<file path="src/rtl/beep_driver_pkg.sv">
`default_nettype none
// ============================================================================
// Module   : beep_driver_pkg
// Brief    : State encoding, 12 MHz timing defaults and width helpers for
//            the beep driver.
// Revision : 1.0 - initial release
// ============================================================================
package beep_driver_pkg;

    localparam logic [1:0] c_ST_IDLE = 2'd0;
    localparam logic [1:0] c_ST_BEEP = 2'd1;
    localparam logic [1:0] c_ST_GAP  = 2'd2;

    typedef logic [1:0] state_t;

    localparam int c_TONE_HALF_DEF = 6000;
    localparam int c_SHORT_LEN_DEF = 1200000;
    localparam int c_LONG_LEN_DEF  = 4800000;
    localparam int c_GAP_LEN_DEF   = 600000;
    localparam int c_MAX_PEND_DEF  = 7;

    function automatic int max3(input int a, input int b, input int c);
        int m;
        m = (a > b) ? a : b;
        return (m > c) ? m : c;
    endfunction

    // Bits needed to hold 0..v-1, never less than one bit.
    function automatic int cnt_width(input int v);
        return (v < 2) ? 1 : $clog2(v);
    endfunction

endpackage
`default_nettype wire

</file>
<file path="src/rtl/beep_driver_tone_gen.sv">
`default_nettype none
// ============================================================================
// Module   : beep_driver_tone_gen
// Brief    : TONE_HALF square-wave divider; starts high after clear, 0 when
//            disabled.
// Revision : 1.0 - initial release
// ============================================================================
module beep_driver_tone_gen
    import beep_driver_pkg::*;
#(
    parameter int TONE_HALF = c_TONE_HALF_DEF
) (
    input  logic clk,
    input  logic rst,
    input  logic clr,
    input  logic en,
    output logic wave
);

    localparam int                c_TW   = cnt_width(TONE_HALF);
    localparam logic [c_TW-1:0]   c_TMAX = c_TW'(TONE_HALF - 1);

    logic [c_TW-1:0] r_cnt;
    logic            r_phase;

    always_ff @(posedge clk or posedge rst) begin
        if (rst) begin
            r_cnt   <= '0;
            r_phase <= 1'b0;
        end else if (clr) begin
            r_cnt   <= '0;
            r_phase <= 1'b0;
        end else if (en) begin
            if (r_cnt == c_TMAX) begin
                r_cnt   <= '0;
                r_phase <= ~r_phase;
            end else begin
                r_cnt <= r_cnt + 1'b1;
            end
        end
    end

    assign wave = en & ~r_phase;

endmodule
`default_nettype wire

</file>
<file path="src/rtl/beep_driver.sv">
`default_nettype none
// ============================================================================
// Module   : beep_driver
// Brief    : Queues short/long beep pulses in saturating counters and plays
//            them one at a time as a tone burst followed by a silent gap.
// Revision : 1.0 - initial release
// ============================================================================
module beep_driver
    import beep_driver_pkg::*;
#(
    parameter int TONE_HALF = c_TONE_HALF_DEF,
    parameter int SHORT_LEN = c_SHORT_LEN_DEF,
    parameter int LONG_LEN  = c_LONG_LEN_DEF,
    parameter int GAP_LEN   = c_GAP_LEN_DEF,
    parameter int MAX_PEND  = c_MAX_PEND_DEF
) (
    input  logic clk,
    input  logic rst,
    input  logic req_short,
    input  logic req_long,
    output logic buzzer,
    output logic busy,
    output logic drop
);

    localparam int              c_DW   = cnt_width(max3(SHORT_LEN, LONG_LEN, GAP_LEN));
    localparam int              c_PW   = cnt_width(MAX_PEND + 1);
    localparam logic [c_PW-1:0] c_PMAX = c_PW'(MAX_PEND);

    state_t          r_state, w_state_nxt;
    logic [c_DW-1:0] r_dur, w_dur_nxt;
    logic [c_DW-1:0] r_gap, w_gap_nxt;
    logic [c_PW-1:0] r_pend_s, w_pend_s_nxt;
    logic [c_PW-1:0] r_pend_l, w_pend_l_nxt;
    logic            r_drop;
    logic            w_deq_s, w_deq_l;
    logic            w_ovf_s, w_ovf_l;
    logic            w_in_beep, w_wave;

    always_ff @(posedge clk or posedge rst) begin
        if (rst) begin
            r_state  <= c_ST_IDLE;
            r_dur    <= '0;
            r_gap    <= '0;
            r_pend_s <= '0;
            r_pend_l <= '0;
            r_drop   <= 1'b0;
        end else begin
            r_state  <= w_state_nxt;
            r_dur    <= w_dur_nxt;
            r_gap    <= w_gap_nxt;
            r_pend_s <= w_pend_s_nxt;
            r_pend_l <= w_pend_l_nxt;
            r_drop   <= w_ovf_s | w_ovf_l;
        end
    end

    always_comb begin
        w_state_nxt = r_state;
        w_dur_nxt   = r_dur;
        w_gap_nxt   = r_gap;
        w_deq_s     = 1'b0;
        w_deq_l     = 1'b0;
        case (r_state)
            c_ST_IDLE: begin
                if (r_pend_l != '0) begin
                    w_deq_l     = 1'b1;
                    w_dur_nxt   = c_DW'(LONG_LEN - 1);
                    w_state_nxt = c_ST_BEEP;
                end else if (r_pend_s != '0) begin
                    w_deq_s     = 1'b1;
                    w_dur_nxt   = c_DW'(SHORT_LEN - 1);
                    w_state_nxt = c_ST_BEEP;
                end
            end
            c_ST_BEEP: begin
                if (r_dur == '0) begin
                    w_gap_nxt   = c_DW'(GAP_LEN - 1);
                    w_state_nxt = c_ST_GAP;
                end else begin
                    w_dur_nxt = r_dur - 1'b1;
                end
            end
            c_ST_GAP: begin
                if (r_gap == '0) begin
                    w_state_nxt = c_ST_IDLE;
                end else begin
                    w_gap_nxt = r_gap - 1'b1;
                end
            end
            default: begin
                w_state_nxt = c_ST_IDLE;
            end
        endcase
    end

    // A request coinciding with a dequeue of its own kind leaves the count as is.
    always_comb begin
        w_ovf_s      = req_short && !w_deq_s && (r_pend_s == c_PMAX);
        w_ovf_l      = req_long  && !w_deq_l && (r_pend_l == c_PMAX);
        w_pend_s_nxt = r_pend_s;
        w_pend_l_nxt = r_pend_l;
        if (req_short && !w_deq_s && !w_ovf_s) begin
            w_pend_s_nxt = r_pend_s + 1'b1;
        end else if (!req_short && w_deq_s) begin
            w_pend_s_nxt = r_pend_s - 1'b1;
        end
        if (req_long && !w_deq_l && !w_ovf_l) begin
            w_pend_l_nxt = r_pend_l + 1'b1;
        end else if (!req_long && w_deq_l) begin
            w_pend_l_nxt = r_pend_l - 1'b1;
        end
    end

    assign w_in_beep = (r_state == c_ST_BEEP);

    beep_driver_tone_gen #(
        .TONE_HALF (TONE_HALF)
    ) u_tone_gen (
        .clk  (clk),
        .rst  (rst),
        .clr  (!w_in_beep),
        .en   (w_in_beep),
        .wave (w_wave)
    );

    assign buzzer = w_wave;
    assign busy   = (r_state != c_ST_IDLE) || (r_pend_s != '0) || (r_pend_l != '0);
    assign drop   = r_drop;

endmodule
`default_nettype wire

</file>
<file path="config.mk">
export PLATFORM = sky130hd
export DESIGN_NAME = beep_driver
export DESIGN_NICKNAME = d
export VERILOG_FILES = /design/src/rtl/beep_driver_pkg.sv /design/src/rtl/beep_driver_tone_gen.sv /design/src/rtl/beep_driver.sv
export SDC_FILE = /design/constraint.sdc
export NUM_CORES = 1
export LEC_CHECK = 0
export ABC_AREA = 1
export CORE_MARGIN = 2
export CORE_UTILIZATION = 55
export DETAILED_ROUTE_END_ITERATION = 8
export PLACE_DENSITY = 0.77
export RECOVER_POWER = 25
export SYNTH_ARGS = -nofsm -noshare
export SYNTH_HDL_FRONTEND = slang
export SYNTH_HIERARCHICAL = 1
export SYNTH_SLANG_ARGS = --single-unit
</file>
<file path="constraint.sdc">
create_clock -name clk -period 2.2 [get_ports clk]
set_input_delay 0.33 -clock clk [delete_from_list [all_inputs] [get_ports clk]]
set_output_delay 0.33 -clock clk [all_outputs]
set_load 0.01 [all_outputs]
</file>
Word-level counts from Yosys, hierarchy flattened
Index checks and enable logic that the tools add are counted.
{ "totals": {"register_bits": 69, "in_bits": 4, "out_inout_bits": 3, "elab_cells": 83} }
{ "op_classes": {"n_addsub": 7, "n_eq_ne": 11, "mux": 25, "n_bitwise": 3, "n_reduce_logical": 29} }
{ "op_table": {"columns": ["operator", "count"], "rows": [
  ["2-to-1 mux 23 bit", 5],
  ["case mux 23 bit (2 select lines)", 2],
  ["logical NOT 23 bit", 2],
  ["subtractor 23 x 1 -> 23 bit, second input constant", 2],
  ["2-to-1 mux 13 bit", 2],
  ["adder 13 x 1 -> 13 bit, second input constant", 1],
  ["equality test 13 bit, second input constant", 1],
  ["2-to-1 mux 3 bit", 4],
  ["!= test 2 bit, second input constant", 5],
  ["nonzero test 2 bit", 5],
  ["AND reduction 3 bit", 3],
  ["logical AND 1 bit", 8],
  ["2-to-1 mux 2 bit", 4],
  ["2-to-1 mux 1 bit", 7],
  ["adder 3 x 1 -> 3 bit, second input constant", 2],
  ["equality test 3 bit, second input constant", 2],
  ["logical NOT 1 bit", 6],
  ["case mux 2 bit (3 select lines)", 1],
  ["nonzero test 3 bit", 2],
  ["subtractor 3 x 1 -> 3 bit, second input constant", 2],
  ["!= test 3 bit, second input constant", 1],
  ["equality test 2 x 1 -> 1 bit, second input constant", 1],
  ["equality test 2 bit, second input constant", 1],
  ["logical NOT 2 bit", 1],
  ["other kinds (4)", 5]
]} }

Depth between registers and ports, before layout
{ "depth": {"ltp_word": 10, "depth_mapped": 11} }

Hierarchy
Netlist, hierarchy kept.
{ "modules_own_cells": {"columns": ["mod", "n_inst", "cells_each", "area_each_um2", "seq_area_each_um2"], "rows": [
  ["beep_driver", 1, 534, 3729.8, 1376.3],
  ["beep_driver_tone_gen", 1, 113, 833.3, 350.3]
]} }

Worst setup path after synthesis
OpenSTA, ideal clock, no wires.
{ "synth_path": {"kind": "register -> register", "from": "register r_state[1]", "to": "register u_tone_gen.r_cnt[5]", "setup_ps": 120, "t_arrival_ps": 1604, "setup_slack_ps": 476, "stages_incl_launch_ff": 7, "n_path_buf": 1, "period_less_slack_ps": 1724, "cell_sequence": "dfrtp_1 -> nor2_4 -> clkbuf_1 -> nor2_4 -> nor3_4 -> xor2_1 -> nor2_1"} }
{ "synth_between": {"elab_chain_cells": 2} }
{ "synth_lines": {"columns": ["item", "line_no", "text"], "rows": [
  ["start: declaration", "beep_driver.sv:30", "state_t r_state, w_state_nxt;"],
  ["start signal: assignment", "beep_driver.sv:42", "r_state <= c_ST_IDLE;"],
  ["start signal: assignment", "beep_driver.sv:49", "r_state <= w_state_nxt;"],
  ["equality test 2 x 1 -> 1 bit", "beep_driver.sv:115", "assign w_in_beep = (r_state == c_ST_BEEP);"],
  ["net w_in_beep", "beep_driver.sv:38", "logic w_in_beep, w_wave;"],
  ["2-to-1 mux 13 bit", "beep_driver_tone_gen.sv:30", "end else if (clr) begin"],
  ["end signal: assignment", "beep_driver_tone_gen.sv:38", "r_cnt <= r_cnt + 1'b1;"],
  ["end: declaration", "beep_driver_tone_gen.sv:23", "logic [c_TW-1:0] r_cnt;"]
]} }
The timed path passes the listed nets, and every way through them passes these cells.
A chain may end at the register's enable or synchronous reset.

Worst setup path after layout
{ "layout_path": {"from": "register r_state[0]", "to": "output buzzer"} }
{ "layout_between": {"elab_chain_cells": 2} }
{ "layout_lines": {"columns": ["item", "line_no", "text"], "rows": [
  ["equality test 2 x 1 -> 1 bit", "beep_driver.sv:115", null],
  ["bitwise AND 1 bit", "beep_driver_tone_gen.sv:43", "assign wave = en & ~r_phase;"],
  ["end: declaration", "beep_driver.sv:21", "output logic buzzer,"]
]} }
Every way passes these cells.

==> flow_metrics.tcl <==
set metrics [dict create \
    path_clk_slew_ns 0.08 \
    overflow 0 \
    power_density_mw_per_mm2 560 \
    vias 4012 \
    place_hpwl_um 6630 \
    grt_pass1_wl_um 16200 \
    post_dp_cell_area_sq_mm 0.00472 \
    initial_utilization 0.561 \
    cp.required_ns 1.87 \
    grt_max_degree 56 \
    ir_drop_mv 0.533 \
    ys_seq_elements 69 \
    fin_tns_setup_ns 0 \
    yosys_warnings 6 \
    clk_latency_ns 0.36 \
    drv_slew 0 \
    numCtsBuffers 9 \
    fin_crit_sh 0.941 \
    ys_types 38 \
    drive_gt1_frac 0.132 \
    worst_clock_skew_ns 0.00888 \
    fmax_mhz 483 \
    synthArstFlopShare 1.00 \
    syn_to_final_growth_pct 7.98 \
    cts-root-buf "clkbuf_8" \
    place_congestion 0.900 \
    first_pass_iters 5 \
    cts.path.max_buffers 2 \
    crit_family "buffers and inverters" \
    drcViolationCount 0 \
    status "finished, final reports clean" \
    hold_buffers 0 \
    synth_edf_count 0 \
    timing.final.crit_period_ns 2.07 \
    leakage_nw 2.56 \
    first_global_vias 3641 \
    synth_nets 656 \
    syn_inst 647 \
    die_x_um 95.1 \
    stdcell_area_sq_mm 0.00493 \
    synth.avg_cell_area_sq_um 7.05 \
    arrival_ns 1.74 \
    yosysSeqAreaShare 0.378 \
    ios 7 \
    drtAntennaViolNets 0 \
    global_route.usage.total 0.227 \
    fin_nets 672 \
    critical_path_class "register to primary output" \
    antenna-diode-count 0 \
    tightest_slew_ns 1.37 \
    cts_tree "yes" \
    wl_per_cell_um 12.0 \
    cp-start-kind "register" \
    syn-cell-area_sq_mm 0.00456 \
    routed_wl_um 9260 \
    viasPerCell 5.19 \
    crit_buf_inv 3 \
    setup_viol 0 \
    numClockSinks 69 \
    maxCapViolations 0 \
    cts-htree-levels 3 \
    finalPower_mw 2.76 \
    core-area_sq_mm 0.00813 \
    filler_cell_count 729 \
    max-slew-margin-rel 0.0853 \
    rows 33 \
    endpoint_kind "primary output" \
    crit_slowest_cell "clkdlybuf4s50_1" \
    rsz0062_at_grt "no" \
    crit_chain "inv_2 -> nor2_4 -> inv_1 -> nor2_1 -> clkdlybuf4s50_1" \
    path_max_fanout 6 \
    die_area_sq_mm 0.00904 \
    numPortBuffers 6 \
    max_stage_delay_ns 0.56 \
    drtIter0Drc 190 \
    antenna_found_initial 0 \
    ys.flop_type "dfrtp_1" \
    min_path_type "input port to async pin" \
    die_h_um 95.1 \
    finalHoldViolCount 0 \
]
[final cells by class]
cell class                      count  area, sq um  share of cell area
Clock buffer                       10          128              0.0259
Sequential cell                    69         1730               0.350
Inverter                           71          272              0.0551
Clock inverter                      6         63.8              0.0130
Tap cell                          105          131              0.0267
Multi-Input combinational cell    497         2480               0.503
Timing Repair Buffer               15          128              0.0259
[per-stage QoR]
step                std cells  utilization  hold WS, ns  worst slack (ns)
floorplan                 647            -        0.219             0.476
detailed placement        753        0.580        0.468             0.308
global placement          753        0.580        0.461             0.408
finish                    773        0.606        0.484             0.131
global route              773        0.606        0.542            0.0160
CTS                       769        0.604        0.374            0.0254
[cell families (layout without fill, tap and decap cells)]
group | Yosys count | after routing | share of synthesized area
simple gates | 431 | 431 | 0.443
compound gates | 43 | 43 | 0.0488
mux | 1 | 1 | 0.00219
flops | 69 | 69 | 0.378
xor+xnor | 17 | 17 | 0.0326
fa+ha+maj | 5 | 5 | 0.0170
buf+inv | 81 | 102 | 0.0784
[layer usage]
layer  GRT usage  wire [um]
met1       0.306       4320
met2       0.371       4440
met3      0.0419        366
met4      0.0749        139
met5           0          0
[cells in the mapped netlist, types with 4 or more instances]
cell type,n,area share
nand2_1,193,0.16
nor2_1,95,0.078
dfrtp_1,69,0.38
inv_1,65,0.053
nand3_1,62,0.068
nand2_2,23,0.032
nand4_1,18,0.025
o21ai_0,17,0.019
o21ai_1,16,0.018
xor2_1,12,0.023
nor2_2,10,0.014
or2_2,9,0.012
a21oi_1,7,0.0077
inv_2,5,0.0041
xnor2_1,5,0.0096
nand3b_1,4,0.0066
nor2_4,4,0.0099
[path summary, 6_finish.rpt]
check	startpoint	end	slack, ns	cells after the start
min reg2reg	u_tone_gen/r_phase	u_tone_gen/r_phase	0.49	2
min in group clk	u_tone_gen/r_phase	u_tone_gen/r_phase	0.49	2
max in group asynchronous	rst	r_dur[15]	0.47	3
min	rst	u_tone_gen/r_cnt[5]	0.48	2
max	r_state[0]	buzzer	0.13	5
max reg2reg	r_pend_l[0]	r_pend_l[2]	0.32	7
[where the power goes]
part | internal (mW) | switching (mW) | total (mW)
Clock | 0.522 | 0.520 | 1.04
Sequential | 1.34 | 0.0748 | 1.41
Combinational | 0.124 | 0.180 | 0.304
Total | 1.98 | 0.775 | 2.76
[sequential cells by signal, summed over array words and instances (netlist names)]
signal / flops
drop: 1
r_dur: 23
r_gap: 23
r_pend_l: 3
r_pend_s: 3
r_state: 2
u_tone_gen/r_cnt: 13
u_tone_gen/r_phase: 1
[worst reg2reg max path, delay by kind of cell (launching register included)]
kind | cells | cell delay (ns)
fa+ha+maj | 1 | 0.40
flops | 1 | 0.44
xor+xnor | 1 | 0.16
compound gates | 1 | 0.24
simple gates | 4 | 0.55
[cell usage in the layout (no fill, tap or decap), types with 2 or more instances in the layout]
cell type        netlist  final
a21oi_1                7      7
buf_4                  2      8
clkbuf_8               0      9
clkdlybuf4s50_1        0      4
clkinv_2               0      2
clkinvlp_4             0      2
dfrtp_1               69     69
fa_1                   2      2
ha_1                   3      3
inv_1                 65     64
inv_2                  5      5
nand2_1              193    193
nand2_2               23     23
nand2_4                2      2
nand3_1               62     62
nand3_2                2      2
nand3_4                2      2
nand3b_1               4      4
nand4_1               18     18
nor2_1                95     95
nor2_2                10     10
nor2_4                 4      4
nor2_8                 2      2
o21ai_0               17     17
o21ai_1               16     16
or2_2                  9      9
xnor2_1                5      5
xor2_1                12     12
[repair_timing]
item / CTS / global route
resized for setup: 0 / 1
endpoints found under the hold margin: 0 / 0
buffers inserted: 0 / 4
setup endpoints to repair: 0 / 2
No activity file was read; power rests on OpenSTA's default activity.
